--- src/rtl/decode_pkg.sv ---
// Shared decode definitions: control word layout, ALU/MD encodings, opcodes.
// The MD field is only populated by builds with DECODE_MULDIV_EN.
package decode_pkg;

    typedef struct packed {
        logic [2:0] md;
        logic       memsgn;
        logic [1:0] memsz;
        logic       rwd;
        logic       rwe;
        logic       dmwe;
        logic [3:0] aluop;
        logic       alusrc;
        logic       link;
        logic       jr;
        logic       jp;
        logic       br;
    } ctrl_t;

    localparam int CTRL_W      = $bits(ctrl_t);
    localparam int CTRL_BR     = 0;
    localparam int CTRL_JP     = 1;
    localparam int CTRL_JR     = 2;
    localparam int CTRL_LINK   = 3;
    localparam int CTRL_ALUSRC = 4;
    localparam int CTRL_ALUOP  = 5;
    localparam int CTRL_DMWE   = 9;
    localparam int CTRL_RWE    = 10;
    localparam int CTRL_RWD    = 11;
    localparam int CTRL_MEMSZ  = 12;
    localparam int CTRL_MEMSGN = 14;
    localparam int CTRL_MD     = 15;

    localparam logic [3:0] ALU_ADD  = 4'd0;
    localparam logic [3:0] ALU_SUB  = 4'd1;
    localparam logic [3:0] ALU_AND  = 4'd2;
    localparam logic [3:0] ALU_OR   = 4'd3;
    localparam logic [3:0] ALU_XOR  = 4'd4;
    localparam logic [3:0] ALU_NOR  = 4'd5;
    localparam logic [3:0] ALU_SLT  = 4'd6;
    localparam logic [3:0] ALU_SLTU = 4'd7;
    localparam logic [3:0] ALU_SLL  = 4'd8;
    localparam logic [3:0] ALU_SRL  = 4'd9;
    localparam logic [3:0] ALU_SRA  = 4'd10;
    localparam logic [3:0] ALU_LUI  = 4'd11;

    // With BR=1 the ALUOP field selects the branch condition
    localparam logic [3:0] BR_EQ  = 4'd0;
    localparam logic [3:0] BR_NE  = 4'd1;
    localparam logic [3:0] BR_LEZ = 4'd2;
    localparam logic [3:0] BR_GTZ = 4'd3;
    localparam logic [3:0] BR_LTZ = 4'd4;
    localparam logic [3:0] BR_GEZ = 4'd5;

    // With MD=MF/MT, ALUOP[0] selects HI (0) or LO (1)
    localparam logic [3:0] HILO_LO = 4'd1;

    localparam logic [2:0] MD_NONE  = 3'd0;
    localparam logic [2:0] MD_MUL   = 3'd1;
    localparam logic [2:0] MD_MULT  = 3'd2;
    localparam logic [2:0] MD_MULTU = 3'd3;
    localparam logic [2:0] MD_DIV   = 3'd4;
    localparam logic [2:0] MD_DIVU  = 3'd5;
    localparam logic [2:0] MD_MF    = 3'd6;
    localparam logic [2:0] MD_MT    = 3'd7;

    localparam logic [1:0] MSZ_B = 2'd0;
    localparam logic [1:0] MSZ_W = 2'd2;

    localparam logic [5:0] OP_SPECIAL  = 6'h00;
    localparam logic [5:0] OP_REGIMM   = 6'h01;
    localparam logic [5:0] OP_J        = 6'h02;
    localparam logic [5:0] OP_JAL      = 6'h03;
    localparam logic [5:0] OP_BEQ      = 6'h04;
    localparam logic [5:0] OP_BNE      = 6'h05;
    localparam logic [5:0] OP_BLEZ     = 6'h06;
    localparam logic [5:0] OP_BGTZ     = 6'h07;
    localparam logic [5:0] OP_ADDIU    = 6'h09;
    localparam logic [5:0] OP_SLTI     = 6'h0A;
    localparam logic [5:0] OP_SLTIU    = 6'h0B;
    localparam logic [5:0] OP_ANDI     = 6'h0C;
    localparam logic [5:0] OP_ORI      = 6'h0D;
    localparam logic [5:0] OP_XORI     = 6'h0E;
    localparam logic [5:0] OP_LUI      = 6'h0F;
    localparam logic [5:0] OP_SPECIAL2 = 6'h1C;
    localparam logic [5:0] OP_LB       = 6'h20;
    localparam logic [5:0] OP_LW       = 6'h23;
    localparam logic [5:0] OP_LBU      = 6'h24;
    localparam logic [5:0] OP_SB       = 6'h28;
    localparam logic [5:0] OP_SW       = 6'h2B;

    localparam logic [5:0] FN_SLL   = 6'h00;
    localparam logic [5:0] FN_SRL   = 6'h02;
    localparam logic [5:0] FN_SRA   = 6'h03;
    localparam logic [5:0] FN_JR    = 6'h08;
    localparam logic [5:0] FN_JALR  = 6'h09;
    localparam logic [5:0] FN_MFHI  = 6'h10;
    localparam logic [5:0] FN_MTHI  = 6'h11;
    localparam logic [5:0] FN_MFLO  = 6'h12;
    localparam logic [5:0] FN_MTLO  = 6'h13;
    localparam logic [5:0] FN_MULT  = 6'h18;
    localparam logic [5:0] FN_MULTU = 6'h19;
    localparam logic [5:0] FN_DIV   = 6'h1A;
    localparam logic [5:0] FN_DIVU  = 6'h1B;
    localparam logic [5:0] FN_ADDU  = 6'h21;
    localparam logic [5:0] FN_SUBU  = 6'h23;
    localparam logic [5:0] FN_AND   = 6'h24;
    localparam logic [5:0] FN_OR    = 6'h25;
    localparam logic [5:0] FN_XOR   = 6'h26;
    localparam logic [5:0] FN_NOR   = 6'h27;
    localparam logic [5:0] FN_SLT   = 6'h2A;
    localparam logic [5:0] FN_SLTU  = 6'h2B;
    localparam logic [5:0] FN_MUL   = 6'h02;

    localparam logic [4:0] RT_BLTZ = 5'd0;
    localparam logic [4:0] RT_BGEZ = 5'd1;

    typedef enum logic [2:0] {IMM_SE, IMM_ZE, IMM_LUI, IMM_J, IMM_SH} imm_e;
    typedef enum logic [1:0] {DST_NONE, DST_RD, DST_RT, DST_RA} dst_e;

endpackage

--- src/rtl/decode_if.sv ---
// Instruction-in / bundle-out handshake bus of the decode stage.
// master drives instructions and consumes bundles; slave is the stage.
interface decode_if
    import decode_pkg::*;
#(
    parameter int PC_W = 32
) ();
    logic              in_valid;
    logic              in_ready;
    logic [31:0]       in_insn;
    logic [PC_W-1:0]   in_pc;
    logic              out_valid;
    logic              out_ready;
    logic [CTRL_W-1:0] out_ctrl;
    logic [4:0]        out_rs;
    logic [4:0]        out_rt;
    logic [4:0]        out_dst;
    logic [31:0]       out_imm;
    logic [PC_W-1:0]   out_pc;
    logic [2:0]        out_flags;

    modport master (
        output in_valid, in_insn, in_pc, out_ready,
        input  in_ready, out_valid, out_ctrl, out_rs, out_rt,
        input  out_dst, out_imm, out_pc, out_flags
    );

    modport slave (
        input  in_valid, in_insn, in_pc, out_ready,
        output in_ready, out_valid, out_ctrl, out_rs, out_rt,
        output out_dst, out_imm, out_pc, out_flags
    );
endinterface

--- src/rtl/decode_logic.sv ---
// Combinational MIPS decoder: control word, register indices, immediate.
// Multiply/divide encodings decode only when DECODE_MULDIV_EN is defined.
module decode_logic
    import decode_pkg::*;
(
    input  logic [31:0] insn,
    input  logic [3:0]  pc_hi,
    output ctrl_t       ctrl,
    output logic [4:0]  rs,
    output logic [4:0]  rt,
    output logic [4:0]  dst,
    output logic [31:0] imm,
    output logic        illegal,
    output logic        nop,
    output logic        use_rs,
    output logic        use_rt
);
    logic [5:0] op;
    logic [5:0] fn;
    logic       is_spec;
    logic       is_regimm;
    imm_e       isel;
    dst_e       dsel;

    assign op        = insn[31:26];
    assign fn        = insn[5:0];
    assign rs        = insn[25:21];
    assign rt        = insn[20:16];
    assign nop       = insn == 32'h0;
    assign is_spec   = op == OP_SPECIAL && !nop;
    assign is_regimm = op == OP_REGIMM;
`ifdef DECODE_MULDIV_EN
    logic is_spec2;
    assign is_spec2 = op == OP_SPECIAL2;
`endif

    always_comb begin
        ctrl    = '0;
        illegal = 1'b0;
        use_rs  = 1'b0;
        use_rt  = 1'b0;
        isel    = IMM_SE;
        dsel    = DST_NONE;
        unique case (1'b1)
            nop: ;
            is_spec: begin
                use_rs   = 1'b1;
                use_rt   = 1'b1;
                dsel     = DST_RD;
                ctrl.rwe = 1'b1;
                case (fn)
                    FN_ADDU: ctrl.aluop = ALU_ADD;
                    FN_SUBU: ctrl.aluop = ALU_SUB;
                    FN_AND:  ctrl.aluop = ALU_AND;
                    FN_OR:   ctrl.aluop = ALU_OR;
                    FN_XOR:  ctrl.aluop = ALU_XOR;
                    FN_NOR:  ctrl.aluop = ALU_NOR;
                    FN_SLT:  ctrl.aluop = ALU_SLT;
                    FN_SLTU: ctrl.aluop = ALU_SLTU;
                    FN_SLL, FN_SRL, FN_SRA: begin
                        ctrl.aluop  = (fn == FN_SLL) ? ALU_SLL :
                                      (fn == FN_SRL) ? ALU_SRL : ALU_SRA;
                        ctrl.alusrc = 1'b1;
                        isel        = IMM_SH;
                        use_rs      = 1'b0;
                    end
                    FN_JR, FN_JALR: begin
                        ctrl.jp   = 1'b1;
                        ctrl.jr   = 1'b1;
                        ctrl.link = fn == FN_JALR;
                        ctrl.rwe  = fn == FN_JALR;
                        use_rt    = 1'b0;
                    end
`ifdef DECODE_MULDIV_EN
                    FN_MULT:  begin ctrl.md = MD_MULT;  ctrl.rwe = 1'b0; end
                    FN_MULTU: begin ctrl.md = MD_MULTU; ctrl.rwe = 1'b0; end
                    FN_DIV:   begin ctrl.md = MD_DIV;   ctrl.rwe = 1'b0; end
                    FN_DIVU:  begin ctrl.md = MD_DIVU;  ctrl.rwe = 1'b0; end
                    FN_MFHI, FN_MFLO: begin
                        ctrl.md    = MD_MF;
                        ctrl.aluop = (fn == FN_MFLO) ? HILO_LO : 4'd0;
                        use_rs     = 1'b0;
                        use_rt     = 1'b0;
                    end
                    FN_MTHI, FN_MTLO: begin
                        ctrl.md    = MD_MT;
                        ctrl.aluop = (fn == FN_MTLO) ? HILO_LO : 4'd0;
                        ctrl.rwe   = 1'b0;
                        use_rt     = 1'b0;
                    end
`endif
                    default: illegal = 1'b1;
                endcase
            end
            is_regimm: begin
                ctrl.br = 1'b1;
                use_rs  = 1'b1;
                case (rt)
                    RT_BLTZ: ctrl.aluop = BR_LTZ;
                    RT_BGEZ: ctrl.aluop = BR_GEZ;
                    default: illegal = 1'b1;
                endcase
            end
`ifdef DECODE_MULDIV_EN
            is_spec2: begin
                ctrl.md  = MD_MUL;
                ctrl.rwe = 1'b1;
                dsel     = DST_RD;
                use_rs   = 1'b1;
                use_rt   = 1'b1;
                illegal  = fn != FN_MUL;
            end
`endif
            default: begin
                use_rs = 1'b1;
                case (op)
                    OP_J, OP_JAL: begin
                        ctrl.jp   = 1'b1;
                        ctrl.link = op == OP_JAL;
                        ctrl.rwe  = op == OP_JAL;
                        dsel      = DST_RA;
                        isel      = IMM_J;
                        use_rs    = 1'b0;
                    end
                    OP_BEQ:  begin ctrl.br = 1'b1; ctrl.aluop = BR_EQ; use_rt = 1'b1; end
                    OP_BNE:  begin ctrl.br = 1'b1; ctrl.aluop = BR_NE; use_rt = 1'b1; end
                    OP_BLEZ: begin ctrl.br = 1'b1; ctrl.aluop = BR_LEZ; end
                    OP_BGTZ: begin ctrl.br = 1'b1; ctrl.aluop = BR_GTZ; end
                    OP_ADDIU, OP_SLTI, OP_SLTIU,
                    OP_ANDI, OP_ORI, OP_XORI, OP_LUI: begin
                        ctrl.alusrc = 1'b1;
                        ctrl.rwe    = 1'b1;
                        dsel        = DST_RT;
                        case (op)
                            OP_SLTI:  ctrl.aluop = ALU_SLT;
                            OP_SLTIU: ctrl.aluop = ALU_SLTU;
                            OP_ANDI:  begin ctrl.aluop = ALU_AND; isel = IMM_ZE; end
                            OP_ORI:   begin ctrl.aluop = ALU_OR;  isel = IMM_ZE; end
                            OP_XORI:  begin ctrl.aluop = ALU_XOR; isel = IMM_ZE; end
                            OP_LUI: begin
                                ctrl.aluop = ALU_LUI;
                                isel       = IMM_LUI;
                                use_rs     = 1'b0;
                            end
                            default:  ctrl.aluop = ALU_ADD;
                        endcase
                    end
                    OP_LW, OP_LB, OP_LBU: begin
                        ctrl.alusrc = 1'b1;
                        ctrl.rwe    = 1'b1;
                        ctrl.rwd    = 1'b1;
                        ctrl.memsz  = (op == OP_LW) ? MSZ_W : MSZ_B;
                        ctrl.memsgn = op != OP_LBU;
                        dsel        = DST_RT;
                    end
                    OP_SW, OP_SB: begin
                        ctrl.alusrc = 1'b1;
                        ctrl.dmwe   = 1'b1;
                        ctrl.memsz  = (op == OP_SW) ? MSZ_W : MSZ_B;
                        ctrl.memsgn = 1'b1;
                        use_rt      = 1'b1;
                    end
                    default: illegal = 1'b1;
                endcase
            end
        endcase
        if (illegal) begin
            ctrl   = '0;
            use_rs = 1'b0;
            use_rt = 1'b0;
        end
    end

    always_comb begin
        unique case (dsel)
            DST_RD:  dst = insn[15:11];
            DST_RT:  dst = rt;
            DST_RA:  dst = 5'd31;
            default: dst = 5'd0;
        endcase
        if (!ctrl.rwe) dst = 5'd0;
    end

    always_comb begin
        unique case (isel)
            IMM_ZE:  imm = {16'h0, insn[15:0]};
            IMM_LUI: imm = {insn[15:0], 16'h0};
            IMM_J:   imm = {pc_hi, insn[25:0], 2'b00};
            IMM_SH:  imm = {27'h0, insn[10:6]};
            default: imm = {{16{insn[15]}}, insn[15:0]};
        endcase
    end

endmodule

--- src/rtl/decode_stage.sv ---
// Decode stage: decoder, DEPTH-entry output queue and load-use bubble insertion.
// DECODE_MULDIV_EN enables multiply/divide decode in decode_logic.
module decode_stage
    import decode_pkg::*;
#(
    parameter int PC_W  = 32,
    parameter int DEPTH = 2
) (
    input logic     clk,
    input logic     rst_n,
    input logic     flush,
    decode_if.slave bus
);
    localparam int AW = $clog2(DEPTH);

    typedef struct packed {
        ctrl_t           ctrl;
        logic [4:0]      rs;
        logic [4:0]      rt;
        logic [4:0]      dst;
        logic [31:0]     imm;
        logic [PC_W-1:0] pc;
        logic [2:0]      flags;
    } entry_t;

    ctrl_t       d_ctrl;
    logic [4:0]  d_rs;
    logic [4:0]  d_rt;
    logic [4:0]  d_dst;
    logic [31:0] d_imm;
    logic        d_ill;
    logic        d_nop;
    logic        d_urs;
    logic        d_urt;
    logic [3:0]  pc_hi;

    if (PC_W >= 32) begin : g_pc_hi
        assign pc_hi = bus.in_pc[31:28];
    end else begin : g_pc_lo
        assign pc_hi = 4'h0;
    end

    decode_logic u_dec (
        .insn    (bus.in_insn),
        .pc_hi   (pc_hi),
        .ctrl    (d_ctrl),
        .rs      (d_rs),
        .rt      (d_rt),
        .dst     (d_dst),
        .imm     (d_imm),
        .illegal (d_ill),
        .nop     (d_nop),
        .use_rs  (d_urs),
        .use_rt  (d_urt)
    );

    entry_t        q [DEPTH];
    entry_t        wr;
    logic [AW-1:0] head;
    logic [AW-1:0] tail;
    logic [AW:0]   count;
    logic [4:0]    last_load;
    logic          en;
    logic          full;
    logic          hazard;
    logic          push_insn;
    logic          push_bub;
    logic          push;
    logic          pop;

    assign full   = count == (AW+1)'(DEPTH);
    assign hazard = bus.in_valid && last_load != 5'd0 &&
                    ((d_urs && d_rs == last_load) ||
                     (d_urt && d_rt == last_load));

    // flush wins over any push, so the input is refused during it
    assign bus.in_ready = en && !flush && !full && !hazard;
    assign push_insn    = bus.in_valid && bus.in_ready;
    assign push_bub     = en && !flush && !full && hazard;
    assign push         = push_insn || push_bub;
    assign pop          = bus.out_valid && bus.out_ready && !flush;

    always_comb begin
        wr    = '0;
        wr.pc = bus.in_pc;
        if (push_bub) begin
            wr.flags = 3'b001;
        end else begin
            wr.ctrl  = d_ctrl;
            wr.rs    = d_rs;
            wr.rt    = d_rt;
            wr.dst   = d_dst;
            wr.imm   = d_imm;
            wr.flags = {d_ill, d_nop, 1'b0};
        end
    end

    always_ff @(posedge clk or negedge rst_n) begin
        if (!rst_n) begin
            en        <= 1'b0;
            head      <= '0;
            tail      <= '0;
            count     <= '0;
            last_load <= '0;
        end else begin
            en <= 1'b1;
            if (flush) begin
                head      <= '0;
                tail      <= '0;
                count     <= '0;
                last_load <= '0;
            end else begin
                if (push) begin
                    tail      <= tail + 1'b1;
                    last_load <= (push_insn && d_ctrl.rwd) ? d_dst : 5'd0;
                end
                if (pop) head <= head + 1'b1;
                if (push && !pop) count <= count + 1'b1;
                else if (pop && !push) count <= count - 1'b1;
            end
        end
    end

    always_ff @(posedge clk) begin
        if (push) q[tail] <= wr;
    end

    assign bus.out_valid = count != '0;
    assign bus.out_ctrl  = q[head].ctrl;
    assign bus.out_rs    = q[head].rs;
    assign bus.out_rt    = q[head].rt;
    assign bus.out_dst   = q[head].dst;
    assign bus.out_imm   = q[head].imm;
    assign bus.out_pc    = q[head].pc;
    assign bus.out_flags = q[head].flags;

endmodule

--- src/flat_wrapper.sv ---
// flat-port wrapper written by rule: the top's interface ports become plain ports
module decode_stage_flat import decode_pkg::*;
#(
    parameter int PC_W  = 32,
    parameter int DEPTH = 2
)
  (clk, rst_n, flush, bus_in_valid, bus_in_insn, bus_in_pc, bus_out_ready, bus_in_ready, bus_out_valid, bus_out_ctrl, bus_out_rs, bus_out_rt, bus_out_dst, bus_out_imm, bus_out_pc, bus_out_flags);
  decode_if #(.PC_W(PC_W)) bus_i ();
  input logic clk;
  input logic rst_n;
  input logic flush;
  input wire logic [$bits(bus_i.in_valid)-1:0] bus_in_valid;
  input wire logic [$bits(bus_i.in_insn)-1:0] bus_in_insn;
  input wire logic [$bits(bus_i.in_pc)-1:0] bus_in_pc;
  input wire logic [$bits(bus_i.out_ready)-1:0] bus_out_ready;
  output wire logic [$bits(bus_i.in_ready)-1:0] bus_in_ready;
  output wire logic [$bits(bus_i.out_valid)-1:0] bus_out_valid;
  output wire logic [$bits(bus_i.out_ctrl)-1:0] bus_out_ctrl;
  output wire logic [$bits(bus_i.out_rs)-1:0] bus_out_rs;
  output wire logic [$bits(bus_i.out_rt)-1:0] bus_out_rt;
  output wire logic [$bits(bus_i.out_dst)-1:0] bus_out_dst;
  output wire logic [$bits(bus_i.out_imm)-1:0] bus_out_imm;
  output wire logic [$bits(bus_i.out_pc)-1:0] bus_out_pc;
  output wire logic [$bits(bus_i.out_flags)-1:0] bus_out_flags;
  assign bus_i.in_valid = bus_in_valid;
  assign bus_i.in_insn = bus_in_insn;
  assign bus_i.in_pc = bus_in_pc;
  assign bus_i.out_ready = bus_out_ready;
  assign bus_in_ready = bus_i.in_ready;
  assign bus_out_valid = bus_i.out_valid;
  assign bus_out_ctrl = bus_i.out_ctrl;
  assign bus_out_rs = bus_i.out_rs;
  assign bus_out_rt = bus_i.out_rt;
  assign bus_out_dst = bus_i.out_dst;
  assign bus_out_imm = bus_i.out_imm;
  assign bus_out_pc = bus_i.out_pc;
  assign bus_out_flags = bus_i.out_flags;
  decode_stage #(.PC_W(PC_W), .DEPTH(DEPTH)) u_core (.clk(clk), .rst_n(rst_n), .flush(flush), .bus(bus_i));
endmodule
--- config.mk ---
export PLATFORM = sky130hd
export DESIGN_NAME = decode_stage_flat
export DESIGN_NICKNAME = d
export VERILOG_FILES = /design/src/rtl/decode_pkg.sv /design/src/rtl/decode_if.sv /design/src/rtl/decode_logic.sv /design/src/rtl/decode_stage.sv /design/src/flat_wrapper.sv
export SDC_FILE = /design/constraint.sdc
export NUM_CORES = 1
export LEC_CHECK = 0
export ABC_CLOCK_PERIOD_IN_PS = 7200
export CELL_PAD_IN_SITES_DETAIL_PLACEMENT = 1
export CELL_PAD_IN_SITES_GLOBAL_PLACEMENT = 1
export CORE_MARGIN = 4
export CORE_UTILIZATION = 30
export DETAILED_ROUTE_END_ITERATION = 16
export PLACE_DENSITY_LB_ADDON = 0.1
export REMOVE_ABC_BUFFERS = 1
export SYNTH_ARGS = -nofsm -noshare
export SYNTH_HDL_FRONTEND = slang
export SYNTH_SLANG_ARGS = --single-unit
--- constraint.sdc ---
create_clock -name clk -period 7.2 [get_ports clk]
set_input_delay 1.08 -clock clk [delete_from_list [all_inputs] [get_ports clk]]
set_output_delay 1.08 -clock clk [all_outputs]
set_load 0.02 [all_outputs]
## After elaboration in Yosys (flattened, before gate mapping)

Memories as Yosys holds them, arrays and structs flattened.
Cells that the tools add are included.

| word-level totals | value |
|---|---|
| bits in registers | 10 |
| bits in latches | 0 |
| bits in writable memories | 194 |
| bits in read-only memories | 0 |
| output and inout bits | 102 |
| memories | 1 |

Memory list:

| name | words | width | read ports | clocked after memory_dff | write ports | line | source |
|---|---|---|---|---|---|---|---|
| u_core.q | 2 | 97 | 1 | 0 | 1 | decode_stage.sv:57 | `entry_t q [DEPTH];` |

| cells by class | value |
|---|---|
| $add $sub $neg | 4 |
| multipliers | 0 |
| divide/modulo/power cells | 0 |
| $lt $le $gt $ge | 0 |
| equality and inequality tests | 43 |
| shifts and indexed selects | 0 |
| mux-type cells | 64 |
| bitwise gates (word level) | 0 |
| reduce and logical (&&, ||, !) cells | 49 |

Operator list:

| operator | count |
|---|---|
| case mux 32 bit (4 select lines) | 1 |
| equality test 6 bit (second input constant) | 13 |
| 2-to-1 mux 62 bit | 1 |
| equality test 6 x 4 -> 1 bit (second input constant) | 9 |
| logical NOT 32 bit | 1 |
| case mux 4 bit (8 select lines) | 1 |
| 2-to-1 mux 1 bit | 25 |
| equality test 6 x 2 -> 1 bit (second input constant) | 4 |
| equality test 6 x 3 -> 1 bit (second input constant) | 4 |
| case mux 4 bit (6 select lines) | 1 |
| 2-to-1 mux 5 bit | 4 |
| case mux 2 bit (2 select lines) | 5 |
| case mux 3 bit (2 select lines) | 3 |
| OR reduction 18 bit | 1 |
| case mux 4 bit (4 select lines) | 1 |
| logical AND 1 bit | 15 |
| 2-to-1 mux 15 bit | 1 |
| case mux 5 bit (3 select lines) | 1 |
| 2-to-1 mux 2 bit | 7 |
| OR reduction 13 bit | 1 |
| logical NOT 6 bit | 2 |
| case mux 1 bit (2 select lines) | 6 |
| case mux 4 bit (3 select lines) | 1 |
| OR reduction 12 bit | 1 |
| 26 further kinds | 51 |

## Depth between registers and ports, before layout

| logic depth | value |
|---|---|
| depth in word-level cells | 17 |
| depth in mapped cells | 9 |
| gate-level depth less buffers | 7 |

## By module

From an unflattened synthesis, not the netlist that was laid out.

| second synthesis, totals | value |
|---|---|
| cell total of the unflattened synthesis | 677 |
| area total of the unflattened synthesis | 9865.7 um^2 |

Modules (own cells, without submodules):

| module | times used | cells an instance | area each (um^2) | seq. area each (um^2) |
|---|---|---|---|---|
| decode_stage | 1 | 469 | 8478.1 | 6256.0 |
| decode_logic | 1 | 208 | 1387.6 | 0.0 |

## Worst setup path before layout

No wires, ideal clock.

| path | value |
|---|---|
| path type | input port to flip-flop |
| from | input port flush |
| to | memory u_core.q[0][0] in the netlist's numbering, enable pin |
| arrival | 5.613 ns |
| path slack | 1.034 ns |
| stages | 3 |
| path buffers | 0 |
| cells stage by stage | nor3b_1 -> nand2_1 -> nor2_1 |

| on the way | value |
|---|---|
| cells in the longest elaborated chain, start to end | 8 |
| elaborated cells between the ends (all ways) | 9 |

RTL lines:

| element | line | source |
|---|---|---|
| start, declared | flat_wrapper.sv:11 | `input logic flush;` |
| logical NOT 1 bit * | decode_stage.sv:77, decode_stage.sv:79 |  |
| logical AND 1 bit * (2 in series) | decode_stage.sv:77, decode_stage.sv:79 |  |
| logical AND 1 bit | decode_stage.sv:77 | `assign bus.in_ready = en && !flush && !full && !hazard;` |
| logical AND 1 bit | decode_stage.sv:78 | `assign push_insn = bus.in_valid && bus.in_ready;` |
| logical OR 1 bit * | decode_stage.sv:80 | `assign push = push_insn \|\| push_bub;` |
| 2-to-1 mux 1 bit * | decode_stage.sv:125 | `if (push) q[tail] <= wr;` |
| 2-to-1 mux 1 bit (implied by the code) * | decode_stage.sv:125 |  |
| end, declared | decode_stage.sv:57 |  |

Mark *: on every way between the ends. The rest lies on a longest branch, timed or not.

## Final worst setup path

| path | value |
|---|---|
| from | input port bus_in_insn[29] |
| to | output port bus_in_ready |

| on the way | value |
|---|---|
| cells in the longest elaborated chain, start to end | 10 |
| elaborated cells between the ends (all ways) | 43 |

RTL lines:

| element | line | source |
|---|---|---|
| start, declared | flat_wrapper.sv:13 | `input wire logic [$bits(bus_i.in_insn)-1:0] bus_in_insn;` |
| equality test 6 x 4 -> 1 bit, or another cell as far along | decode_logic.sv:116, decode_logic.sv:134 |  |
| OR reduction 7 bit, or another cell as far along | decode_logic.sv:116 | `case (op)` |
| case mux 1 bit (2 select lines), or another cell as far along | decode_logic.sv:116 |  |
| case mux 1 bit (3 select lines) / case mux 1 bit (2 select lines) (equally long branches) | decode_logic.sv:44 | `unique case (1'b1)` |
| 2-to-1 mux 1 bit | decode_logic.sv:167 | `if (illegal) begin` |
| logical AND 1 bit (on tied branches) | decode_stage.sv:73, decode_stage.sv:74 |  |
| logical OR 1 bit * | decode_stage.sv:73 | `((d_urs && d_rs == last_load) \|\|` |
| logical AND 1 bit * | decode_stage.sv:72 | `assign hazard = bus.in_valid && last_load != 5'd0 &&` |
| logical NOT 1 bit * | decode_stage.sv:77 |  |
| logical AND 1 bit * | decode_stage.sv:77 |  |
| end, declared | flat_wrapper.sv:16 | `output wire logic [$bits(bus_i.in_ready)-1:0] bus_in_ready;` |

Marks and branches as above.

==> impl_summary.txt <==
----------------------------------------------------
[Status]
  Run status ... completed

[Global routing]
  Wire length of the first global-routing pass ... 38,800 um
  Routing usage on met3 ... 0.0252
  Global-route usage over all layers ... 0.150
  Aggregate global routing overflow ... 0
  Most utilized layer in the global route result ... met2
  GR Util met1 ... 0.209
  Number of antenna violations at the first check in global routing ... 0
  Maximum number of pins on one net before global-route repair ... 63
  Met2 global-route usage ... 0.246
  Number of global-route vias before repair ... ~6,400

[STA]
  Clock skew ... 7.74 ps
  Actual transition at the worst max-transition pin ... approximately 900 ps
  Achievable clock frequency ... approximately 180 MHz
  Time the worst path needs with I/O delays and setup ... between 5000 and 6000 ps
  Final number of hold-violating endpoints ... 0
  Setup violators final ... 0
  Number of max-slew violations in the final report ... 0
  Unrepaired setup endpoints after global routing ... no
  Total Neg Setup Slack ... 0 ps
  Max-slew headroom ... 0.378
  Final hold slack ... approximately 550 ps
  Post-route clock period utilization ... 0.769

[Synth]
  Fraction of registers with async set or reset after synthesis ... 0.0495
  Yosys reg bits ... ~200
  Synth Area per Inst ... ~14 um2
  EDFF count, synth ... ~190
  Predominant post-synthesis flop cell ... edfxtp_1
  Register area share after synthesis ... 0.664
  Combined area of all synthesized cells ... approximately 9000 um2
  Unique masters post-synth ... 54
  Synthesized instance count ... 627
  Number of warnings printed during yosys synthesis ... 0

[Route]
  Vias per cell ... just under 5
  Final ANT Viol Nets ... 0
  Wirelength per Cell ... ~22 um
  Drt pass-1 iters ... 4
  Final wirelength ... ~26,000 um
  DRC ... 0
  Initial drt markers ... roughly 370
  Via total after detailed routing ... about 6,000

[Placement]
  Routability Congestion ... 0.816
  Total half-perimeter wirelength after legalization and detailed placement ... approximately 17,000 um
  IO Port Bufs ... ~170
  Number of placed cells counting well taps ... between 1,000 and 1,500
  Placement Cell Area ... approximately 11,000 um2

[Critical path]
  Arrival @ worst endpoint ... between 4000 and 5000 ps
  Crit path max fanout ... 19
  Required time reported for the critical path endpoint ... a little over 6000 ps
  Kind of critical path ... in -> out
  Startpoint kind of the worst setup timing path ... input pin
  Critical path capture point type ... primary output

[Clock tree]
  CTS tree ... built
  Post-CTS Setup Repair Bufs ... 0
  Number of cells upsized or downsized after cts ... 0
  Number of hold buffers added after cts ... 0
  Root buf cell ... clkbuf_16
  Total clock sinks ... about 200
  Number of CTS-inserted buffers ... 24
  CTS H-tree lvls ... 1
  Clock input transition at the sequential cells of the worst setup and hold paths ... approximately 60 ps
  Clock latency on the worst-skew pair ... 510 ps
  Buffer depth of the longest clock path ... 3

[Die]
  Total die area ... ~33,000 um2
  DIE HEIGHT ... 182 um
  Top-level I/O count ... ~170
  Core area ... a little under 30,000 um2
  Placement row count ... 63
  Initial Util ... 0.305
  X dimension of the die ... roughly 180 um

[Cells and area]
  ANT cells ... 0
  Fraction of layout cells with a size suffix above 1 ... 0.187
  Area added between synthesis and finish ... 30.2%
  Highest-count cells in the layout ignoring fill and taps ... edfxtp_1 (192), clkdlybuf4s50_1 (166), mux2_2 (98), nor2_1 (48), a21oi_1 (36)
  Area taken by flip-flops and latches ... between 6000 and 7000 um2
  Area of all placed cells without fillers ... between 10,000 and 15,000 um2
  Final-layout fill cell count ... just over 3,000
  Final net count ... between 800 and 900
  Non-filler cells in the finished layout ... between 1,000 and 1,500
  Area used by multi-input combinational logic ... between 2000 and 3000 um2
  Most common cell after layout, fill and taps aside ... edfxtp_1

[Power and ir drop]
  Power Density ... between 200 and 250 nW/um2
  Largest voltage drop on the vdd net ... roughly 0.00017 V
  Leakage power ... 3.91 nW

[Min path]
  Class of the tightest hold or removal check ... reg -> reg

[Run]
  Max_cap viols ... 0

----------------------------------------------------
-- state kept, by name, summed over array words and instances (netlist names) --
| signal | cells |
|---|---|
| u_core.tail | 1 |
| u_core.count | 2 |
| u_core.head | 1 |
| u_core.last_load | 5 |
| u_core.en | 1 |
| u_core.q | 192 |
-- metrics by stage --
step                      setup WS, ps  utilization  power [mW]
final                             1670        0.397        2.72
after global routing              1480        0.397        2.84
after CTS                         1690        0.397        2.76
after detailed placement          1720        0.372        1.64
after global placement            1760        0.372        1.64
after floorplan                   1030            -        1.49
-- synth_stat cells (2+ instances only) --
cell | instances | area share
nand3b_1 | 2 | 0.0017
inv_1 | 6 | 0.0025
o32a_1 | 2 | 0.0022
buf_6 | 6 | 0.0075
a31oi_1 | 2 | 0.0014
buf_2 | 6 | 0.0033
nand4_1 | 2 | 0.0014
nor3b_1 | 4 | 0.0033
nor3_1 | 13 | 0.0072
o21a_1 | 6 | 0.0050
a222oi_1 | 3 | 0.0033
nor2_1 | 49 | 0.020
o22ai_1 | 3 | 0.0021
a32oi_1 | 2 | 0.0019
nand3_1 | 10 | 0.0055
xnor2_1 | 8 | 0.0077
nor4_1 | 16 | 0.011
nor2b_1 | 12 | 0.0083
a2111oi_0 | 3 | 0.0029
nand2_1 | 15 | 0.0062
o21ai_0 | 16 | 0.0088
or4b_2 | 2 | 0.0022
a21oi_1 | 36 | 0.020
clkbuf_1 | 27 | 0.011
dfrtp_1 | 10 | 0.028
edfxtp_1 | 192 | 0.64
a22o_1 | 5 | 0.0048
buf_4 | 5 | 0.0041
or2_2 | 3 | 0.0021
and2_1 | 3 | 0.0021
nand2b_1 | 6 | 0.0041
or3_1 | 2 | 0.0014
xor2_1 | 5 | 0.0048
conb_1 | 2 | 0.00083
mux2_2 | 98 | 0.12
a22oi_1 | 27 | 0.022
-- kinds of logic after synthesis --
kind of cell	share of synthesized area
adder cells (fa/ha/maj)	0.00111
AO/OA/AOI/OAI	0.0851
multiplexers	0.122
XOR/XNOR	0.0126
AND/OR/NAND/NOR	0.0850
buffers and inverters	0.0290
other	0.000829
flip-flops	0.664
-- critical path, cell delays in order --
cell and delay [ps]:
clkdlybuf4s50_1 730, nor2_1 490, nand3_1 260, o21bai_4 290, o21ai_0 190, a22oi_1 160
or3_1 510, and2_1 210, clkdlybuf4s50_1 540
-- final cells by class --
| type | count | share of cell area |
|---|---|---|
| sequential | 202 | 0.511 |
| clock buffer | 38 | 0.0580 |
| clock inverter | 5 | 0.00308 |
| tap | 390 | 0.0414 |
| multi-input combinational | 377 | 0.238 |
| inverter | 7 | 0.00223 |
| timing repair buffer | 175 | 0.147 |
-- power by group --
group | internal, mW | switching (mW)
clock network | 0.648 | 0.453
registers | 1.31 | 0.0129
logic | 0.133 | 0.157
total | 2.09 | 0.623
-- worst paths after layout --
check / cells past startpoint / slack, ps / start / endpoint
setup / recovery: 9 / 1670 / bus_in_insn[29] / bus_in_ready
hold / removal: 1 / 550 / u_core.count[0] / u_core.count[0]
setup reg to reg: 4 / 4060 / u_core.count[1] / u_core.q[1][15]
hold reg to reg: 1 / 550 / u_core.count[0] / u_core.count[0]
max in group asynchronous: 1 / 5900 / rst_n / u_core.head
min in group asynchronous: 1 / 910 / rst_n / u_core.count[1]
-- routing by layer --
metal | vias up | wire length, um | part of all wire
li1 | 2752 | - | -
met1 | 2946 | 11800 | 0.46
met2 | 193 | 12100 | 0.47
met3 | 35 | 1230 | 0.048
met4 | 0 | 507 | 0.020
met5 | - | 0 | 0
(Power assumes the default switching activity.)
